==> src/rtl/reg_scoreboard.sv <==
// reg_scoreboard: register scoreboard for in-order issue.
//
// Each architectural register r1..r31 has a 2-bit count of in-flight writes.
// An instruction may issue when none of its sources has a pending write and
// its destination counter has room. Every cycle that a presented instruction
// cannot issue is counted in a saturating 16-bit stall counter.
//
// Ports:
//   clk            rising-edge clock
//   reset          synchronous, active-high reset
//   issue_valid    instruction presented for issue
//   issue_rs       first source register
//   issue_rt       second source register (used only when issue_uses_rt=1)
//   issue_uses_rt  issue_rt is a real source
//   issue_wr_en    presented instruction writes issue_dest
//   issue_dest     destination register
//   wb_en          writeback retires a write to wb_dest
//   wb_dest        writeback destination register
//   flush          discard all pending writes
//   issue_ready    presented instruction may issue this cycle
//   stall          issue_valid & ~issue_ready
//   stall_count    saturating count of stall cycles
//
// Build option:
//   SCOREBOARD_WB_BYPASS_EN  when defined, a source whose only pending write is
//                            being written back this cycle is not a hazard.

module reg_scoreboard (
  input  logic        clk,
  input  logic        reset,
  input  logic        issue_valid,
  input  logic [4:0]  issue_rs,
  input  logic [4:0]  issue_rt,
  input  logic        issue_uses_rt,
  input  logic        issue_wr_en,
  input  logic [4:0]  issue_dest,
  input  logic        wb_en,
  input  logic [4:0]  wb_dest,
  input  logic        flush,
  output logic        issue_ready,
  output logic        stall,
  output logic [15:0] stall_count
);

  logic [1:0]  pend_q [1:31];
  logic [1:0]  pend_d [1:31];
  logic [15:0] stall_count_q;
  logic [15:0] stall_count_d;

  // Full 32-entry view with r0 hard-wired to zero, so lookups by any
  // register number need no special case for r0.
  logic [1:0]  pend_all [0:31];

  logic        rs_busy;
  logic        rt_busy;
  logic        struct_haz;
  logic        issue_fire;
  logic        wb_fire;

  always_comb begin
    pend_all[0] = 2'd0;
    for (int r = 1; r < 32; r++) begin
      pend_all[r] = pend_q[r];
    end
  end

  assign wb_fire = wb_en && (wb_dest != 5'd0);

  always_comb begin
    rs_busy    = (issue_rs != 5'd0) && (pend_all[issue_rs] != 2'd0);
    rt_busy    = issue_uses_rt && (issue_rt != 5'd0) && (pend_all[issue_rt] != 2'd0);
`ifdef SCOREBOARD_WB_BYPASS_EN
    // The last outstanding write is retiring right now: its value is
    // available this cycle, so the source need not wait.
    if (wb_fire && (wb_dest == issue_rs) && (pend_all[issue_rs] == 2'd1)) begin
      rs_busy = 1'b0;
    end
    if (wb_fire && (wb_dest == issue_rt) && (pend_all[issue_rt] == 2'd1)) begin
      rt_busy = 1'b0;
    end
`endif
    struct_haz = issue_wr_en && (issue_dest != 5'd0) && (pend_all[issue_dest] == 2'd3);
  end

  assign issue_ready = !reset && !flush && (!issue_valid || !(rs_busy || rt_busy || struct_haz));
  assign stall       = !reset && issue_valid && !issue_ready;
  assign issue_fire  = issue_valid && issue_ready && issue_wr_en && (issue_dest != 5'd0);

  // Issue and writeback to the same register cancel. Increment cannot
  // overflow because a full counter blocks issue_ready; decrement holds at 0.
  always_comb begin
    for (int r = 1; r < 32; r++) begin
      pend_d[r] = pend_q[r];
      if (issue_fire && (issue_dest == 5'(r)) && !(wb_fire && (wb_dest == 5'(r)))) begin
        pend_d[r] = pend_q[r] + 2'd1;
      end else if (wb_fire && (wb_dest == 5'(r)) && !(issue_fire && (issue_dest == 5'(r)))
                   && (pend_q[r] != 2'd0)) begin
        pend_d[r] = pend_q[r] - 2'd1;
      end
    end
  end

  always_comb begin
    stall_count_d = stall_count_q;
    if (stall && (stall_count_q != 16'hFFFF)) begin
      stall_count_d = stall_count_q + 16'd1;
    end
  end

  always_ff @(posedge clk) begin
    if (reset) begin
      for (int r = 1; r < 32; r++) begin
        pend_q[r] <= 2'd0;
      end
      stall_count_q <= 16'd0;
    end else begin
      for (int r = 1; r < 32; r++) begin
        pend_q[r] <= flush ? 2'd0 : pend_d[r];
      end
      stall_count_q <= stall_count_d;
    end
  end

  assign stall_count = stall_count_q;

endmodule
==> config.mk <==
export PLATFORM = sky130hd
export DESIGN_NAME = reg_scoreboard
export DESIGN_NICKNAME = d
export VERILOG_FILES = /design/src/rtl/reg_scoreboard.sv
export SDC_FILE = /design/constraint.sdc
export NUM_CORES = 1
export LEC_CHECK = 0
export ABC_AREA = 1
export CAP_MARGIN = 20
export CELL_PAD_IN_SITES_DETAIL_PLACEMENT = 0
export CELL_PAD_IN_SITES_GLOBAL_PLACEMENT = 2
export CORE_MARGIN = 2
export CORE_UTILIZATION = 28
export CTS_CLUSTER_SIZE = 30
export DETAILED_ROUTE_END_ITERATION = 7
export PLACE_DENSITY = 0.9
export SLEW_MARGIN = 20
export SYNTH_ARGS = -nofsm -noshare
export SYNTH_HDL_FRONTEND = slang
export SYNTH_SLANG_ARGS = --single-unit
export TNS_END_PERCENT = 1
==> constraint.sdc <==
create_clock -name clk -period 2.2 [get_ports clk]
set_clock_uncertainty 0.05 [all_clocks]
set_input_delay 0.44 -clock clk [delete_from_list [all_inputs] [get_ports clk]]
set_output_delay 0.44 -clock clk [all_outputs]
set_load 0.01 [all_outputs]
; ---- After elaboration in Yosys (flattened, before gate mapping)
; Memories as Yosys holds them, arrays and structs flattened.
; Index checks and enable logic that the tools add are counted.
[word_totals]
out_inout_bits = 18
input_bits = 27
regBits = 16
memories = 1
ramBits = 62
word_cells = 578
[classes]
n_reduce_logical = 276
n_addsub = 63
mux = 136
bitwise = 34
order_cmp = 3
eq_ne = 64
[memory_table]
columns = memory, words, word_bits, read_ports, rd_ports_with_merged_regs, write_ports, line_no
row1 = pend_q, 31, 2, 31, 0, 31, 45  ; logic [1:0] pend_q [1:31];
[op_table]
columns = operator, count
row1 = two-way mux 2 bit, 130
row2 = logical AND 1 bit, 169
row3 = equality test 5 bit (second input constant), 32
row4 = equality test 5 x 4 -> 1 bit (second input constant), 16
row5 = zero test 1 bit, 67
row6 = nonzero test 2 bit, 33
row7 = adder 2 x 1 -> 2 bit (second input constant), 31
row8 = subtractor 2 x 1 -> 2 bit (second input constant), 31
row9 = equality test 5 x 3 -> 1 bit (second input constant), 8
row10 = bitwise OR 1 bit, 31
row11 = binary-select mux 2 bit (select 5 bit), 3
row12 = equality test 5 x 2 -> 1 bit (second input constant), 4
row13 = nonzero test 5 bit, 4
row14 = greater-or-equal comparator 6 bit (second input constant), 3
row15 = inverter 5 -> 6 bit, 3
row16 = adder 16 x 1 -> 16 bit (second input constant), 1
row17 = != test 16 bit (second input constant), 1
row18 = equality test 5 x 1 -> 1 bit (second input constant), 2
row19 = logical OR 1 bit, 3
row20 = two-way mux 1 bit, 3
row21 = equality test 2 bit (second input constant), 1

; ---- Logic depth before layout (Yosys ltp)
[depth]
word_depth = 22
mapped_depth = 21
mapped_depth_nobuf = 19

; ---- Least setup slack after synthesis
; Ideal clock, no wire load.
[synth_path]
kind = input to register
startpoint = input port issue_dest[0]
endpoint = register stall_count_q[4] (netlist: stall_count[4])
cell_stages = 20
n_path_buf = 3
setup_ns = 0.070
path_slack_ns = -0.155
t_arrival_ns = 2.235
required_ns = 2.080
path_cell_list = buf_4 buf_4 o21ai_1 nand2_1 nand2_1 nand2_1 nand2_1 inv_1 nand2_1 nand3_1 nand2_1 a21oi_4 nand2_2 inv_2 nor2_2 nand2_2 inv_2 buf_4 nand2_1 a21oi_1
[synth_via]
elab_chain_len = 13
word_cells_on_any_way = 15
classes_between = 1 x eq/ne / 3 x mux / 1 x bitwise / 10 x reduce/logical
[synth_lines]
columns = item, line_no
row1 = "start, declared", 36  ; input logic [4:0] issue_dest,
row2 = inverter 5 -> 6 bit (implied by the code), 82  ; struct_haz = issue_wr_en && (issue_dest != 5'd0) && (pend_all[issue_dest] == 2'd3);
row3 = binary-select mux 2 bit (select 5 bit), 82
row4 = two-way mux 2 bit (implied by the code) (2 in series), 82
row5 = equality test 2 bit, 82
row6 = logical AND 1 bit (*), 82
row7 = logical OR 1 bit (*), 85  ; assign issue_ready = !reset && !flush && (!issue_valid || !(rs_busy || rt_busy || struct_haz));
row8 = zero test 1 bit (*), 85
row9 = logical OR 1 bit (*), 85
row10 = logical AND 1 bit (*), 85
row11 = net issue_ready, 40  ; output logic issue_ready,
row12 = zero test 1 bit (*), 86  ; assign stall = !reset && issue_valid && !issue_ready;
row13 = logical AND 1 bit (*), 86
row14 = net stall, 41  ; output logic stall,
row15 = logical AND 1 bit (*), 105  ; if (stall && (stall_count_q != 16'hFFFF)) begin
row16 = "end signal, assigned", 120  ; stall_count_q <= stall_count_d;
row17 = "end, declared", 47  ; logic [15:0] stall_count_q;
; Mark *: on every way through the listed nets, which the timed path passes. The rest lies on a longest branch. The select of a mux whose other input is x is not followed.
; A chain may end at the register's enable or synchronous reset.

==> results.toml <==
[power_and_ir_drop]
p_sw_frac = 0.299
p_sw_mw = 1.15
combPwrFrac = 0.174
seq_power_share = 0.368
powerDensity_nw_per_um2 = 397
p_int_mw = 2.69
clockPowerShare = 0.458
power_mw = 3.84
p_leak_nw = 4.15
vdd_drop_max_mv = 0.264

[sta]
tns_ns = -14.58
drv_slew = 0
hold_viol = 0
rsz0062_at_grt = "true"
tightest_slew_ns = 0.761
finalSetupViolations = 79
fin_crit_sh = 1.15
fin_crit_ns = 2.53
fmax_mhz = 396
slew_headroom = 0.493
layout_setup_ws_ns = -0.326

[logic_synthesis]
yosysSeqAreaShare = 0.242
synth_area_leaders = "dfxtp_1, nand2_1, nor2_1, nand3_1, inv_1"
synth.largest_area_cell = "dfxtp_1"
yosys.area.top_type_share = 0.242
synth_cell_types = 28
netlist_instances = 1204
avgSynthCellArea_um2 = 5.37
yosysWarnings = 0
syn-cell-area_um2 = 6460
ys_seq_elements = 78
synthesis.nets = 1232

[critical_path]
end_kind = "flip-flop"
worstPathRequired_ns = 2.41
crit_type = "input pin to flip-flop"
cp_max_fo = 8
cp.arrival_ns = 2.73
reg2reg_from = "pend_q[3][11]"
reg2reg_slack_ns = -0.32
r2r_end = "pend_q[3][10]"
crit_path_start_kind = "input pin"
reg2reg_depth = 21

[grt]
grt_pass1_vias = 7963
antenna_found_initial = 0
grt_start_max_net_pins = 63
grt_usage = 0.218
grt_pass1_wl_um = 41500
overflow = 0

[drt]
first_iter_violations = 694
vias_per_cell = 4.91
drt.antenna.violating_nets = 0
num_vias = 8534
wl_per_cell_um = 15.7
drc_errors = 0
drt-pass1-iter-count = 6
wirelength_um = 27300

[die]
start_util = 0.285
die_h_um = 156
dieArea_um2 = 24300
rows = 55
core-area_um2 = 22600
die_w_um = 156
ios = 45

[run]
cap_violations = 0

[clock_network]
cts_tree = "yes"
ctsLongestPathBuffers = 2
cts-root-buf = "clkbuf_16"
cts_buffers = 9
htree_levels = 3
worstSkewPairLatency_ns = 0.36
clock-sinks = 78
path_clk_slew_ns = 0.07

[layout]
nets = 1476
finalNonFillerCells = 1738
fin_util = 0.427
area_growth_pct = 49.8
fill_cells = 2429
layout_commonest_cell = "nand2_1"
antenna_cells = 0
mostFrequentLayoutCells = "nand2_1, nor2_1, buf_4"
drive_gt1_frac = 0.259

[hold_path]
min_from = "pend_q[3][5]"
whs_path_depth = 2
hold_end = "pend_q[3][5]"
hold_path_class = "flip-flop to flip-flop"

[outcome]
violations = "negative setup slack"
status = "finished with violations"

[place]
dp_hpwl_um = 19500
place_congestion = 0.939
place_inst = 1702
io_buffers = 44
state kept, by name (all words and copies together), names as in the netlist:
register     cells
stall_count     16
pend_q          62
synth_stat cells, drive strengths merged:
cell,number
dfxtp,78
nor3,4
xnor2,4
nand4,55
inv,180
o21ai,24
nor2,222
ha,1
a21oi,78
nand2,343
o211ai,3
a31oi,3
nand3,158
buf,20
clkinv,1
nor4,3
xor2,10
clkbuf,16
nor3b,1
critical path, cell delays in order:
cell	delay (ns)
buf_2	0.21
nor2_4	0.07
buf_4	0.13
nand2_1	0.06
nand2_1	0.05
nor2_1	0.08
nor2_1	0.05
nor2_1	0.14
nand2_1	0.09
nand3_2	0.09
nand2_2	0.07
a21oi_4	0.19
nand2_2	0.09
buf_6	0.12
nor2_4	0.11
buf_12	0.14
buf_12	0.11
clkbuf_16	0.17
nand3_1	0.09
a21oi_1	0.17
nor2_1	0.06
worst max path at each step:
stage,endpoint,from,cells past startpoint
final,pend_q[3][10],issue_dest[1],21
after global routing,pend_q[3][14],pend_q[3][13],21
after CTS,stall,pend_q[3][15],16
after detailed placement,stall,issue_dest[0],17
after global placement,stall,issue_dest[0],17
after floorplan,stall_count[4],issue_dest[0],20
what timing repair did:
item                       in CTS  in global routing
hold buffers                    0                  0
buffers inserted                4                 10
gates cloned                    2                  4
gates resized for setup       130                 61
pin swaps                      32                 19
setup endpoints to repair      80                 80
cell families after synthesis:
family,after synthesis,synth area share
DFF,78,0.242
AOI/OAI and AO/OA,108,0.0872
xor gates and xnor gates,14,0.0190
adders and majority gates,1,0.00194
buffers and inverters,217,0.135
and+or+nand+nor,786,0.515
area by class of cell:
class,instances,area [um2],area share
clock buffer,9,225,0.0233
clock inverter,7,103,0.0106
inverter,181,687,0.0710
multi-input combinational,909,4380,0.453
sequential,78,1580,0.164
tap,285,357,0.0369
timing repair buffer,269,2340,0.242
per-stage QoR:
| stage | worst slack (ns) | hold slack (ns) | cell area [um2] |
|---|---|---|---|
| 6_report | -0.326 | 0.433 | 9680 |
| 5_1_grt | -0.482 | 0.445 | 9680 |
| 4_1_cts | -0.227 | 0.431 | 9260 |
| 3_5_place_dp | -1.20 | 0.421 | 8690 |
| 3_3_place_gp | -1.21 | 0.406 | 8690 |
| 2_1_floorplan | -0.155 | 0.388 | 6460 |
routing by layer:
layer	vias to the layer above	GRT usage	wire (um)
met1	3874	0.292	12300
met2	286	0.359	12200
met3	54	0.0331	1920
li1	4320	-	-
met4	0	0.0712	827
met5	-	0	0
power by group through the flow:
| stage | Combinational (mW) | Sequential [mW] | Clock, mW |
|---|---|---|---|
| after floorplan | 0.277 | 1.45 | 0 |
| after global placement | 0.584 | 1.45 | 0 |
| after detailed placement | 0.584 | 1.45 | 0 |
| after CTS | 0.622 | 1.42 | 1.78 |
| after global routing | 0.723 | 1.41 | 1.83 |
| final | 0.670 | 1.41 | 1.76 |
(Power assumes the default switching activity.)
==> RTL edit, RTL diff (same flow settings) <==
Put one more register stage on the output `stall_count`, cleared by the reset. The value now appears one clock later. The other outputs are not delayed to match. Comments in the files are not updated.
--- a/src/rtl/reg_scoreboard.sv
+++ b/src/rtl/reg_scoreboard.sv
@@ -122,5 +122,11 @@
   end
 
-  assign stall_count = stall_count_q;
+  always_ff @(posedge clk) begin
+    if (reset) begin
+      stall_count <= '0;
+    end else begin
+      stall_count <= stall_count_q;
+    end
+  end
 
 endmodule
Formal check against the unedited RTL: not equivalent (a bounded check fails within 4 cycles, from zero or initial values and one cycle with reset high).
==> RTL edit against the original RTL <==
Wire length fell by 3.7%; highest routed layer unchanged; cell count is 2.8% higher; the flow still finishes with violations (setup timing); critical endpoint is now issue_ready; count of clock-buffer cells in the layout unchanged; area after synthesis is 9.3% higher; register-to-register slack better by 0.12 ns; setup slack better by 0.024 ns; critical path depth shrank 8; sequential cell count rose by 16; first-iteration DRC count decreased by 27%; power increased by 6.4%; final area grew 3.6%; core utilization is 2.6 points lower; non-clock buffer count decreased by 16.
==> RTL edit: results (changes against the original RTL) <==
Logic synthesis
  – Top post-synthesis cells by count: nand2_1, nor2_1, inv_1
  – Seq/Total Area, Yosys: 26.6% (+2.5 points)
  – Post-synth cell types: 35 (+25%)
  – Top post-synthesis cells by area: dfxtp_1, nand2_1, nor2_1, inv_1, nand3_1

Routing
  – Initial detailed-routing violation count: 507 (-27%)
  – Drt first pass iters: 5 (-1)
  – Vias: 8,425 (-1.3%)
  – DR vias/cell: 4.72 (-3.9%)

Power and ir drop
  – Peak VDD IR: 0.471 mV (+79%)
  – Leakage: 4.29 nW (+3.4%)
  – Psw: 1.28 mW (+11%)

Placement
  – Placed Area: 0.00931 sq mm (+7.2%)
  – GPL Wtd Cong: 0.962 (+2.5%)
  – Final HPWL DP: 20.3 mm (+4.2%)
  – Cell count after placement: 1,763 (+3.6%)

Finish
  – FILL cells: 2,756 (+13%)
  – Nets: 1,479 (+0.20%)
  – Area Overhead vs Synth: 41.9%

Timing
  – Worst-Margin Slew: 0.473 ns (-0.288 ns)
  – Setup violators final: 64 (-19%)
  – Fin worst setup slack: -0.302 ns (+0.0238 ns)

Critical path
  – Slowest-stage cell, CP: dfxtp_2
  – Data arrival, critical path: 2.01 ns (-0.72 ns)
  – Crit. Startpoint: pend_q[0][7]

Global route
  – Total GRT Usage: 20.2% (-1.6 points)

Status
  – Status: finished with violations
  – Failing checks: setup timing
==> RTL edit: cells by family after synthesis <==
group / count (synthesis) / share of synthesized area, %
AND/OR/NAND/NOR: 761 / 48.2
buffers and inverters: 232 / 13.7
AO/OA/AOI/OAI: 131 / 10.0
flip-flops: 94 / 26.6
XOR/XNOR: 10 / 1.24
adder cells (fa/ha/maj): 1 / 0.177
==> RTL edit: worst max-delay path, delay by kind of cell (launching register included) <==
kind                   cells  cell delay [ns]
buffers and inverters      2             0.29
and+or+nand+nor           10             0.75
DFF                        1             0.33
AOI/OAI and AO/OA          1             0.27
==> RTL edit: per-layer routing <==
layer	GRT usage, %	vias up	share of wire, %
li1	-	4342	-
met1	25.8	3851	46
met2	34.0	184	46
met3	3.57	48	5.1
met4	7.36	0	3.1
met5	0	-	0
==> RTL edit: path summary, 6_finish.rpt <==
check,depth (start not counted),slack (ns),endpoint
setup / recovery,13,-0.30,issue_ready
hold / removal,2,0.44,stall_count_q[4]
setup reg to reg,16,-0.20,pend_q[0][20]
hold reg to reg,2,0.44,stall_count_q[4]
==> RTL edit: power groups by stage <==
stage          Sequential [mW]  Clock, mW  Combinational [mW]
2_1_floorplan             1.75          0               0.335
3_3_place_gp              1.75          0               0.662
3_5_place_dp              1.75          0               0.663
4_1_cts                   1.71       1.71               0.693
5_1_grt                   1.71       1.77               0.775
6_report                  1.71       1.66               0.715
==> RTL edit: timing repair <==
item,4_1_cts,5_1_grt
endpoints found under the hold margin,0,0
gates resized for setup,75,79
endpoints found under the setup margin,80,79
pin swaps,8,38
buffers inserted,2,2
cloned,2,1
==> RTL edit: layout make-up <==
type                       count  share of cell area (%)
multi-input combinational    903                    44.2
sequential                    94                    19.0
clock inverter                 7                   0.774
inverter                     190                    7.19
clock buffer                   9                    2.25
tap                          330                    4.12
timing repair buffer         253                    22.4
